==> config.mk <==
export PLATFORM = sky130hd
export DESIGN_NAME = picoctrl_sequencer_flat
export DESIGN_NICKNAME = d
export VERILOG_FILES = /design/src/rtl/picoctrl_sequencer_if.sv /design/src/rtl/picoctrl_sequencer.sv /design/src/flat_wrapper.sv
export SDC_FILE = /design/constraint.sdc
export NUM_CORES = 1
export LEC_CHECK = 0
export BUFFER_PORTS_ARGS = -buffer_cell sky130_fd_sc_hd__buf_2
export CAP_MARGIN = 30
export CORE_ASPECT_RATIO = 0.75
export CORE_MARGIN = 5
export CORE_UTILIZATION = 35
export DETAILED_ROUTE_END_ITERATION = 6
export HOLD_SLACK_MARGIN = 0.15
export PLACE_DENSITY = 0.71
export SYNTH_ARGS = -nofsm -noshare
export SYNTH_HDL_FRONTEND = slang
export SYNTH_SLANG_ARGS = --single-unit
==> constraint.sdc <==
create_clock -name clk -period 2.55 [get_ports clk]
set_input_delay 0.255 -clock clk [delete_from_list [all_inputs] [get_ports clk]]
set_output_delay 0.255 -clock clk [all_outputs]
set_load 0.02 [all_outputs]
==> src/rtl/picoctrl_sequencer_if.sv <==
// picoctrl_sequencer_if: sequencer bus (run, ROM fetch, condition inputs, output registers, strobes, halt flag); master = sequencer, slave = environment
interface picoctrl_sequencer_if;
  logic        run;
  logic [4:0]  rom_addr;
  logic [15:0] rom_data;
  logic [3:0]  cond_in;
  logic [7:0]  reg0_out;
  logic [7:0]  reg1_out;
  logic [7:0]  reg2_out;
  logic [7:0]  reg3_out;
  logic [3:0]  wr_strobe;
  logic        halted;
  modport master (
    input  run, rom_data, cond_in,
    output rom_addr, reg0_out, reg1_out, reg2_out, reg3_out, wr_strobe, halted
  );
  modport slave (
    output run, rom_data, cond_in,
    input  rom_addr, reg0_out, reg1_out, reg2_out, reg3_out, wr_strobe, halted
  );
endinterface

==> src/rtl/picoctrl_sequencer.sv <==
// picoctrl_sequencer: PicoCtrl ROM execution engine (PC, condition test, reg write/jump/halt); ports clk, rst_n (sync active-low), bus (picoctrl_sequencer_if.master); define PICOCTRL_SYNC_EN for a 2-flop cond_in synchronizer
module picoctrl_sequencer #(
  parameter logic [4:0] RESET_PC  = 5'h00,
  parameter logic [7:0] REG_RESET = 8'h00
) (
  input logic                        clk,
  input logic                        rst_n,
  picoctrl_sequencer_if.master       bus
);
  typedef enum logic {RUN, HALT} state_t;
  state_t          state_q, state_d;
  logic [4:0]      pc_q, pc_d;
  logic [3:0][7:0] regs_q, regs_d;
  logic [3:0]      strobe_q, strobe_d;
  logic [3:0]      cond_v;
  logic [3:0]      cond;
  logic [1:0]      act, sel;
  logic [7:0]      imm;
  logic            cond_true;
`ifdef PICOCTRL_SYNC_EN
  logic [3:0] sync1_q, sync2_q;
  always_ff @(posedge clk) begin
    if (!rst_n) begin
      sync1_q <= '0;
      sync2_q <= '0;
    end else begin
      sync1_q <= bus.cond_in;
      sync2_q <= sync1_q;
    end
  end
  assign cond_v = sync2_q;
`else
  assign cond_v = bus.cond_in;
`endif
  assign cond      = bus.rom_data[15:12];
  assign act       = bus.rom_data[11:10];
  assign sel       = bus.rom_data[9:8];
  assign imm       = bus.rom_data[7:0];
  assign cond_true = cond[3] ? (cond_v[cond[2:1]] == cond[0]) : !cond[0];
  always_comb begin
    state_d  = state_q;
    pc_d     = pc_q;
    regs_d   = regs_q;
    strobe_d = '0;
    if (state_q == RUN && bus.run) begin
      pc_d = pc_q + 5'd1;
      if (cond_true && act == 2'b01) begin
        regs_d[sel] = imm;
        strobe_d    = 4'b0001 << sel;
      end else if (cond_true && act == 2'b10) begin
        pc_d = imm[4:0];
      end else if (cond_true && act == 2'b11) begin
        pc_d    = pc_q;
        state_d = HALT;
      end
    end
  end
  always_ff @(posedge clk) begin
    if (!rst_n) begin
      state_q  <= RUN;
      pc_q     <= RESET_PC;
      regs_q   <= {4{REG_RESET}};
      strobe_q <= '0;
    end else begin
      state_q  <= state_d;
      pc_q     <= pc_d;
      regs_q   <= regs_d;
      strobe_q <= strobe_d;
    end
  end
  assign bus.rom_addr  = pc_q;
  assign bus.reg0_out  = regs_q[0];
  assign bus.reg1_out  = regs_q[1];
  assign bus.reg2_out  = regs_q[2];
  assign bus.reg3_out  = regs_q[3];
  assign bus.wr_strobe = strobe_q;
  assign bus.halted    = state_q == HALT;
endmodule

==> src/flat_wrapper.sv <==
// flat-port wrapper written by rule: the top's interface ports become plain ports
module picoctrl_sequencer_flat 
#(
  parameter logic [4:0] RESET_PC  = 5'h00,
  parameter logic [7:0] REG_RESET = 8'h00
)
  (clk, rst_n, bus_run, bus_rom_data, bus_cond_in, bus_rom_addr, bus_reg0_out, bus_reg1_out, bus_reg2_out, bus_reg3_out, bus_wr_strobe, bus_halted);
  picoctrl_sequencer_if bus_i ();
  input logic clk;
  input logic rst_n;
  input wire logic [$bits(bus_i.run)-1:0] bus_run;
  input wire logic [$bits(bus_i.rom_data)-1:0] bus_rom_data;
  input wire logic [$bits(bus_i.cond_in)-1:0] bus_cond_in;
  output wire logic [$bits(bus_i.rom_addr)-1:0] bus_rom_addr;
  output wire logic [$bits(bus_i.reg0_out)-1:0] bus_reg0_out;
  output wire logic [$bits(bus_i.reg1_out)-1:0] bus_reg1_out;
  output wire logic [$bits(bus_i.reg2_out)-1:0] bus_reg2_out;
  output wire logic [$bits(bus_i.reg3_out)-1:0] bus_reg3_out;
  output wire logic [$bits(bus_i.wr_strobe)-1:0] bus_wr_strobe;
  output wire logic [$bits(bus_i.halted)-1:0] bus_halted;
  assign bus_i.run = bus_run;
  assign bus_i.rom_data = bus_rom_data;
  assign bus_i.cond_in = bus_cond_in;
  assign bus_rom_addr = bus_i.rom_addr;
  assign bus_reg0_out = bus_i.reg0_out;
  assign bus_reg1_out = bus_i.reg1_out;
  assign bus_reg2_out = bus_i.reg2_out;
  assign bus_reg3_out = bus_i.reg3_out;
  assign bus_wr_strobe = bus_i.wr_strobe;
  assign bus_halted = bus_i.halted;
  picoctrl_sequencer #(.RESET_PC(RESET_PC), .REG_RESET(REG_RESET)) u_core (.clk(clk), .rst_n(rst_n), .bus(bus_i));
endmodule
==> results of run 1 <==
==> layer usage <==
layer / GRT usage (%) / vias to the layer above / wire, um
li1: - / 761 / -
met1: 16.20 / 679 / 2010
met2: 21.07 / 32 / 1954
met3: 5.699 / 4 / 222
met4: 2.439 / 0 / 28
met5: 0 / - / 0
==> Yosys cell counts (all sizes together) <==
| cell type | count |
|---|---|
| inv | 3 |
| o22a | 1 |
| xor2 | 1 |
| o221ai | 1 |
| mux2 | 1 |
| nand4b | 2 |
| nand2 | 46 |
| dfxtp | 42 |
| o2111ai | 1 |
| nand4 | 1 |
| o22ai | 3 |
| and3b | 2 |
| nor3b | 5 |
| o211a | 1 |
| nor2 | 6 |
| a32oi | 1 |
| a211o | 1 |
| mux2i | 38 |
| or2 | 1 |
| nand3 | 6 |
| a21oi | 3 |
| clkbuf | 7 |
| and2 | 1 |
| ha | 1 |
| nor3 | 1 |
| buf | 2 |
| nand2b | 2 |
| a31oi | 2 |
==> placed cells by master, fill, tap and decap left out, types with 3 or more instances in the layout <==
| cell | instances |
|---|---|
| buf_2 | 64 |
| dfxtp_1 | 42 |
| nor3b_1 | 4 |
| nor2_1 | 6 |
| o22ai_1 | 3 |
| buf_4 | 3 |
| a21oi_1 | 3 |
| nand3_1 | 5 |
| clkbuf_8 | 5 |
| mux2i_1 | 37 |
| nand2_1 | 46 |
==> worst max-delay path: cells and delay by family (launching register included) <==
family	cells	cell delay (ps)
buffers and inverters	1	60
and+or+nand+nor	3	880
DFF	1	330
muxes	1	200
==> worst max path at each step <==
stage | startpoint | to | cells after the start
after floorplan | bus_rom_data[14] | u_core.bus.rom_addr[1] | 5
after global placement | bus_rom_data[14] | u_core.bus.rom_addr[1] | 6
after detailed placement | bus_rom_data[14] | u_core.bus.rom_addr[1] | 6
after CTS | u_core.bus.halted | u_core.bus.reg0_out[0] | 5
after global routing | u_core.bus.halted | u_core.bus.reg0_out[4] | 5
final | u_core.bus.halted | u_core.bus.reg0_out[0] | 5
==> final cells by class <==
| cell class | instances | area (sq um) | area share (%) |
|---|---|---|---|
| clock buffer | 6 | 72.57 | 3.166 |
| sequential | 42 | 840.8 | 36.68 |
| clock inverter | 2 | 37.54 | 1.638 |
| inverter | 3 | 11.26 | 0.4913 |
| tap | 60 | 75.07 | 3.275 |
| multi-input combinational | 128 | 912.1 | 39.79 |
| timing repair buffer | 67 | 342.8 | 14.96 |
==> per-stage QoR <==
| step | utilization (%) | total power [mW] | setup slack, ps | hold WS [ps] | instance area (sq um) |
|---|---|---|---|---|---|
| floorplan | - | 0.7816 | 878.4 | 412.2 | 1800 |
| global placement | 44.29 | 0.8283 | 705.0 | 444.0 | 2182 |
| detailed placement | 44.29 | 0.8316 | 662.5 | 449.8 | 2182 |
| CTS | 46.52 | 1.346 | 931.9 | 236.8 | 2292 |
| global route | 46.52 | 1.397 | 806.2 | 244.7 | 2292 |
| finish | 46.52 | 1.328 | 962.3 | 249.7 | 2292 |
==> registers in the layout, summed over array words and instances, names as in the netlist <==
name                  flops
u_core.bus.halted         1
u_core.bus.reg0_out       8
u_core.bus.reg1_out       8
u_core.bus.reg2_out       8
u_core.bus.reg3_out       8
u_core.bus.rom_addr       5
u_core.bus.wr_strobe      4
==> kinds of logic after synthesis <==
| group | Yosys count | synth area share [%] |
|---|---|---|
| AOI/OAI and AO/OA | 14 | 6.046 |
| adders and majority gates | 1 | 0.6948 |
| and+or+nand+nor | 73 | 19.94 |
| DFF | 42 | 46.70 |
| xor gates and xnor gates | 1 | 1.529 |
| muxes | 39 | 22.45 |
| buffers and inverters | 12 | 2.641 |
==> power by group through the flow <==
stage	sequential (mW)	clock, mW	combinational [mW]
2_1_floorplan	0.701	0	0.0802
3_3_place_gp	0.690	0	0.138
3_5_place_dp	0.690	0	0.141
4_1_cts	0.675	0.529	0.142
5_1_grt	0.677	0.565	0.155
6_report	0.675	0.514	0.140
==> results.md, run 1 <==
* Hold path start: bus_run
* Final WL at 4216 um
* TritonCTS buffer count at 5
* Rel. slew slack at 65.43%
* Sequential Power Share at 50.8%
* Largest net degree at the start of global routing at 27
* Final Hold Fails at 0
* Combinational share of power at 10.5%
* Mapped Cells at 182
* Worst Setup Start Kind: flip-flop
* Initial Utilization at 36.54%
* Pint at 1.013 mW
* Largest area contributor in the netlist: dfxtp_1
* WHS Path Cells at 3
* Worst-Skew Late Latency at 290 ps
* Clk sinks at 42
* Net Sw Frac at 23.73%
* Remaining Overflow, GRT at 0
* Fill cells at 499
* Detail Route Antenna Nets at 0
* Site Rows at 22
* Leakage power at 1.245 nW
* Iteration-0 DRC Markers at 41
* Dpl cells at 300
* Worst stage delay on the critical path at 420 ps
* Post-CTS Hold Fix Bufs at 0
* Die H at 72.12 um
* Post-synth top area share at 46.70%
* Reg2reg start: u_core.bus.halted
* Arrival @ worst endpoint at 1750 ps
* Seq/Total Area, Yosys at 46.70%
* CTS-repair resized insts at 0
* Average routed wire per standard cell at 13.69 um
* Fmax at 629.8 MHz
* Cell variety after synth at 32
* Drt pass-1 iters at 4
* Ranking of synthesized cells by area: dfxtp_1, mux2i_1, nand2_1, nor3b_1, xor2_4
* Final HPWL DP at 3141 um
* Die X at 92.82 um
* Hold WC Path Type: primary input to flip-flop
* Io pins at 65
* Setup bufs post-CTS at 0
* CP Max Fanout at 8
* R2R depth at 5
* Status: finished clean
* Area Growth Syn to Fin at 27.31%
* Final slew viol count at 0
* DIE AREA at 6694 sq um
* Max rail drop VDD at 234.7 uV
* Diode count at 0
* Final Instance Count excl. Fillers at 308
* Layout cells sized above 1 at 33.06%
* CP Cell Sequence: inv_2 > nand2_1 > nor3b_2 > nand3_2 > mux2i_1
* Vias in the first global route at 1,468
* Core footprint at 4927 sq um
* Htree depth at 2
* Post-Route Skew at 6.243 ps
* RSZ-0062 raised after global routing: false
* Tcrit/Tclk final at 62.26%
* Clock Tree Buf Depth at 2
* Synth Register Bits at 42
* Syn nets at 206
* Clk root buf: clkbuf_8
* Clk pin slew, worst setup/hold paths at 70 ps
* Reg-to-Reg End: u_core.bus.reg0_out[0]
* Slowest CP cell: nor3b_2
* Post-route setup TNS at 0 ps
* Vias at 1,476
* Tmin final at 1588 ps
* Port bufs at 64
* Clock power share at 38.7%
* Pwr dens at 579.4 nW/um^2
* Final #Nets at 271
* Synth Area per Inst at 9.893 sq um
* Initial antenna violation count at 0
* FF-to-FF setup slack at 960 ps
* Syn Std Cell Area at 1800 sq um
* Critical path capture point type: flip-flop
* Setup violators final at 0
* Worst-margin pin slew at 518.0 ps
* Gr usage total at 12.97%
* Drt drc at 0
* RePlAce Congestion at 0.8471
* WHS Endpoint: u_core.bus.halted
* Global-route wire length before repair at 6837 um
* Worst Path Required at 2720 ps
* DR vias/cell at 4.792
* Max_cap viols at 0
* Sw Pwr at 0.3151 mW
* CTS tree: yes
* Synth warn at 0
* Worst setup path class: flip-flop to flip-flop
Note: power is estimated with default switching activity, not from simulation.
==> run 2, diff against run 1 <==
==> constraint.sdc (replaced) <==
create_clock -name clk -period 1.6 [get_ports clk]
set_input_delay 0.16 -clock clk [delete_from_list [all_inputs] [get_ports clk]]
set_output_delay 0.16 -clock clk [all_outputs]
set_load 0.02 [all_outputs]
==> run 2 against run 1 <==
Worst setup slack got worse by 830 ps. Clock skew is 5.1 ps higher. Hold slack worse by 74 ps. Cell area grew 3.1%. Cell count up 2.9%. Critical path type unchanged. Sequential cell count did not move. Critical endpoint is now u_core.bus.reg2_out[6]. Combinational power grew 81%. Global-route usage grew 0.43 points.
==> results.md, run 2 (synthesized netlist as in run 1, its figures left out) <==
* Status: finished clean
* Critical path capture point type: flip-flop
* Slowest CP cell: dfxtp_1
* Layout cells sized above 1 at 34.24%
* Drt pass-1 iters at 4
* RSZ-0062 raised after global routing: false
* Core footprint at 4927 sq um
* Final Hold Fails at 0
* Detail Route Antenna Nets at 0
* Remaining Overflow, GRT at 0
* Setup violators final at 0
* Gr usage total at 13.41%
* Diode count at 0
* Clk pin slew, worst setup/hold paths at 80 ps
* Area Growth Syn to Fin at 31.20%
* Sw Pwr at 0.5159 mW
* Die H at 72.12 um
* Worst stage delay on the critical path at 340 ps
* Final slew viol count at 0
* Dpl cells at 306
* Final Instance Count excl. Fillers at 317
* Largest net degree at the start of global routing at 24
* Post-layout util at 47.94%
* Worst-Skew Late Latency at 290 ps
* Worst setup path class: flip-flop to flip-flop
* FF-to-FF setup slack at 130 ps
* TritonCTS buffer count at 5
* Final #Nets at 280
* Max rail drop VDD at 505.4 uV
* Vias in the first global route at 1,468
* DIE AREA at 6694 sq um
* Initial antenna violation count at 0
* Io pins at 65
* Setup ws final at 134.9 ps
* Pint at 1.477 mW
* Tot Pwr at 1.993 mW
* DR vias/cell at 4.751
* CP Cell Sequence: inv_2 > nand2_1 > nor3b_4 > nand4b_1 > buf_4 > mux2i_1
* CTS tree: yes
* Post-Route Skew at 11.33 ps
* Fmax at 682.6 MHz
* Average routed wire per standard cell at 13.30 um
* CP Max Fanout at 8
* Final hold slack at 175.8 ps
* Worst-margin pin slew at 328.5 ps
* Drt drc at 0
* Hold WC Path Type: primary input to flip-flop
* Worst Setup Start Kind: flip-flop
* Most frequent cells in the layout: buf_2, nand2_1, dfxtp_1
* Tcrit/Tclk final at 91.57%
* Arrival @ worst endpoint at 1640 ps
* Most common cell after layout, fill and taps aside: buf_2
* Site Rows at 22
* Post-Place Setup Slack at -51.08 ps
* Clk root buf: clkbuf_8
* Iteration-0 DRC Markers at 36
* Combinational share of power at 12.7%
* Rel. slew slack at 78.05%
* Leakage power at 1.289 nW
* Clock power share at 33.5%
* Pwr dens at 843.8 nW/um^2
* Tmin final at 1465 ps
* Net Sw Frac at 25.88%
* Cell family with most CP delay: simple AND/OR/NAND/NOR gates
* Sequential Power Share at 53.8%
* Htree depth at 2
* Die X at 92.82 um
* Worst Path Required at 1770 ps
* Max_cap viols at 0
* Clock Tree Buf Depth at 2
* RePlAce Congestion at 0.8081
* Clk sinks at 42
* Initial Utilization at 36.54%
* Global-route wire length before repair at 7058 um
* Final WL at 4215 um
* Vias at 1,506
* Port bufs at 64
* Final HPWL DP at 3174 um
* Worst Path Buf+Inv at 2
run 2: cell type report:
cell class | count | area [sq um]
flip-flops and latches | 42 | 840.8
clock inverters | 2 | 13.76
well taps | 60 | 75.07
fillers | 473 | 2565
repair buffers | 76 | 430.4
clock buffers | 6 | 72.57
inverters | 3 | 11.26
multi-input cells | 128 | 918.4
run 2: per-layer routing:
metal  track usage, %  share of wire [%]
met5                0                  0
met4            5.203                1.4
met3            4.560                6.6
met2            21.07                 45
met1            17.08                 47
run 2: power groups by stage:
stage	clock network, mW	registers, mW	logic (mW)
3_5_place_dp	0	1.10	0.245
6_report	0.669	1.07	0.253
2_1_floorplan	0	1.12	0.128
3_3_place_gp	0	1.10	0.241
5_1_grt	0.735	1.07	0.279
4_1_cts	0.699	1.07	0.252
run 2: final timing paths:
path                                              from                     end  cells past startpoint
worst min-delay path                   bus_rom_data[5]  u_core.bus.reg1_out[5]                      3
worst max register to register       u_core.bus.halted  u_core.bus.reg2_out[6]                      6
worst min register to register  u_core.bus.reg1_out[7]  u_core.bus.reg1_out[7]                      2
worst max-delay path                 u_core.bus.halted  u_core.bus.reg2_out[6]                      6
run 2: metrics by stage:
| step | setup TNS [ps] | area, sq um |
|---|---|---|
| 2_1_floorplan | 0 | 1800 |
| 3_3_place_gp | -11.97 | 2240 |
| 3_5_place_dp | -535.6 | 2240 |
| 4_1_cts | 0 | 2356 |
| 5_1_grt | 0 | 2362 |
| 6_report | 0 | 2362 |
run 2: what timing repair did:
action	CTS	global route
hold endpoints to repair	5	0
gates resized for setup	0	1
buffers inserted	0	0
endpoints found under the setup margin	0	27
hold buffers	3	0
run 2: worst reg2reg max path: stages (launching register included):
cell	delay (ps)
dfxtp_1	340
inv_2	60
nand2_1	120
nor3b_4	340
nand4b_1	150
buf_4	220
mux2i_1	130
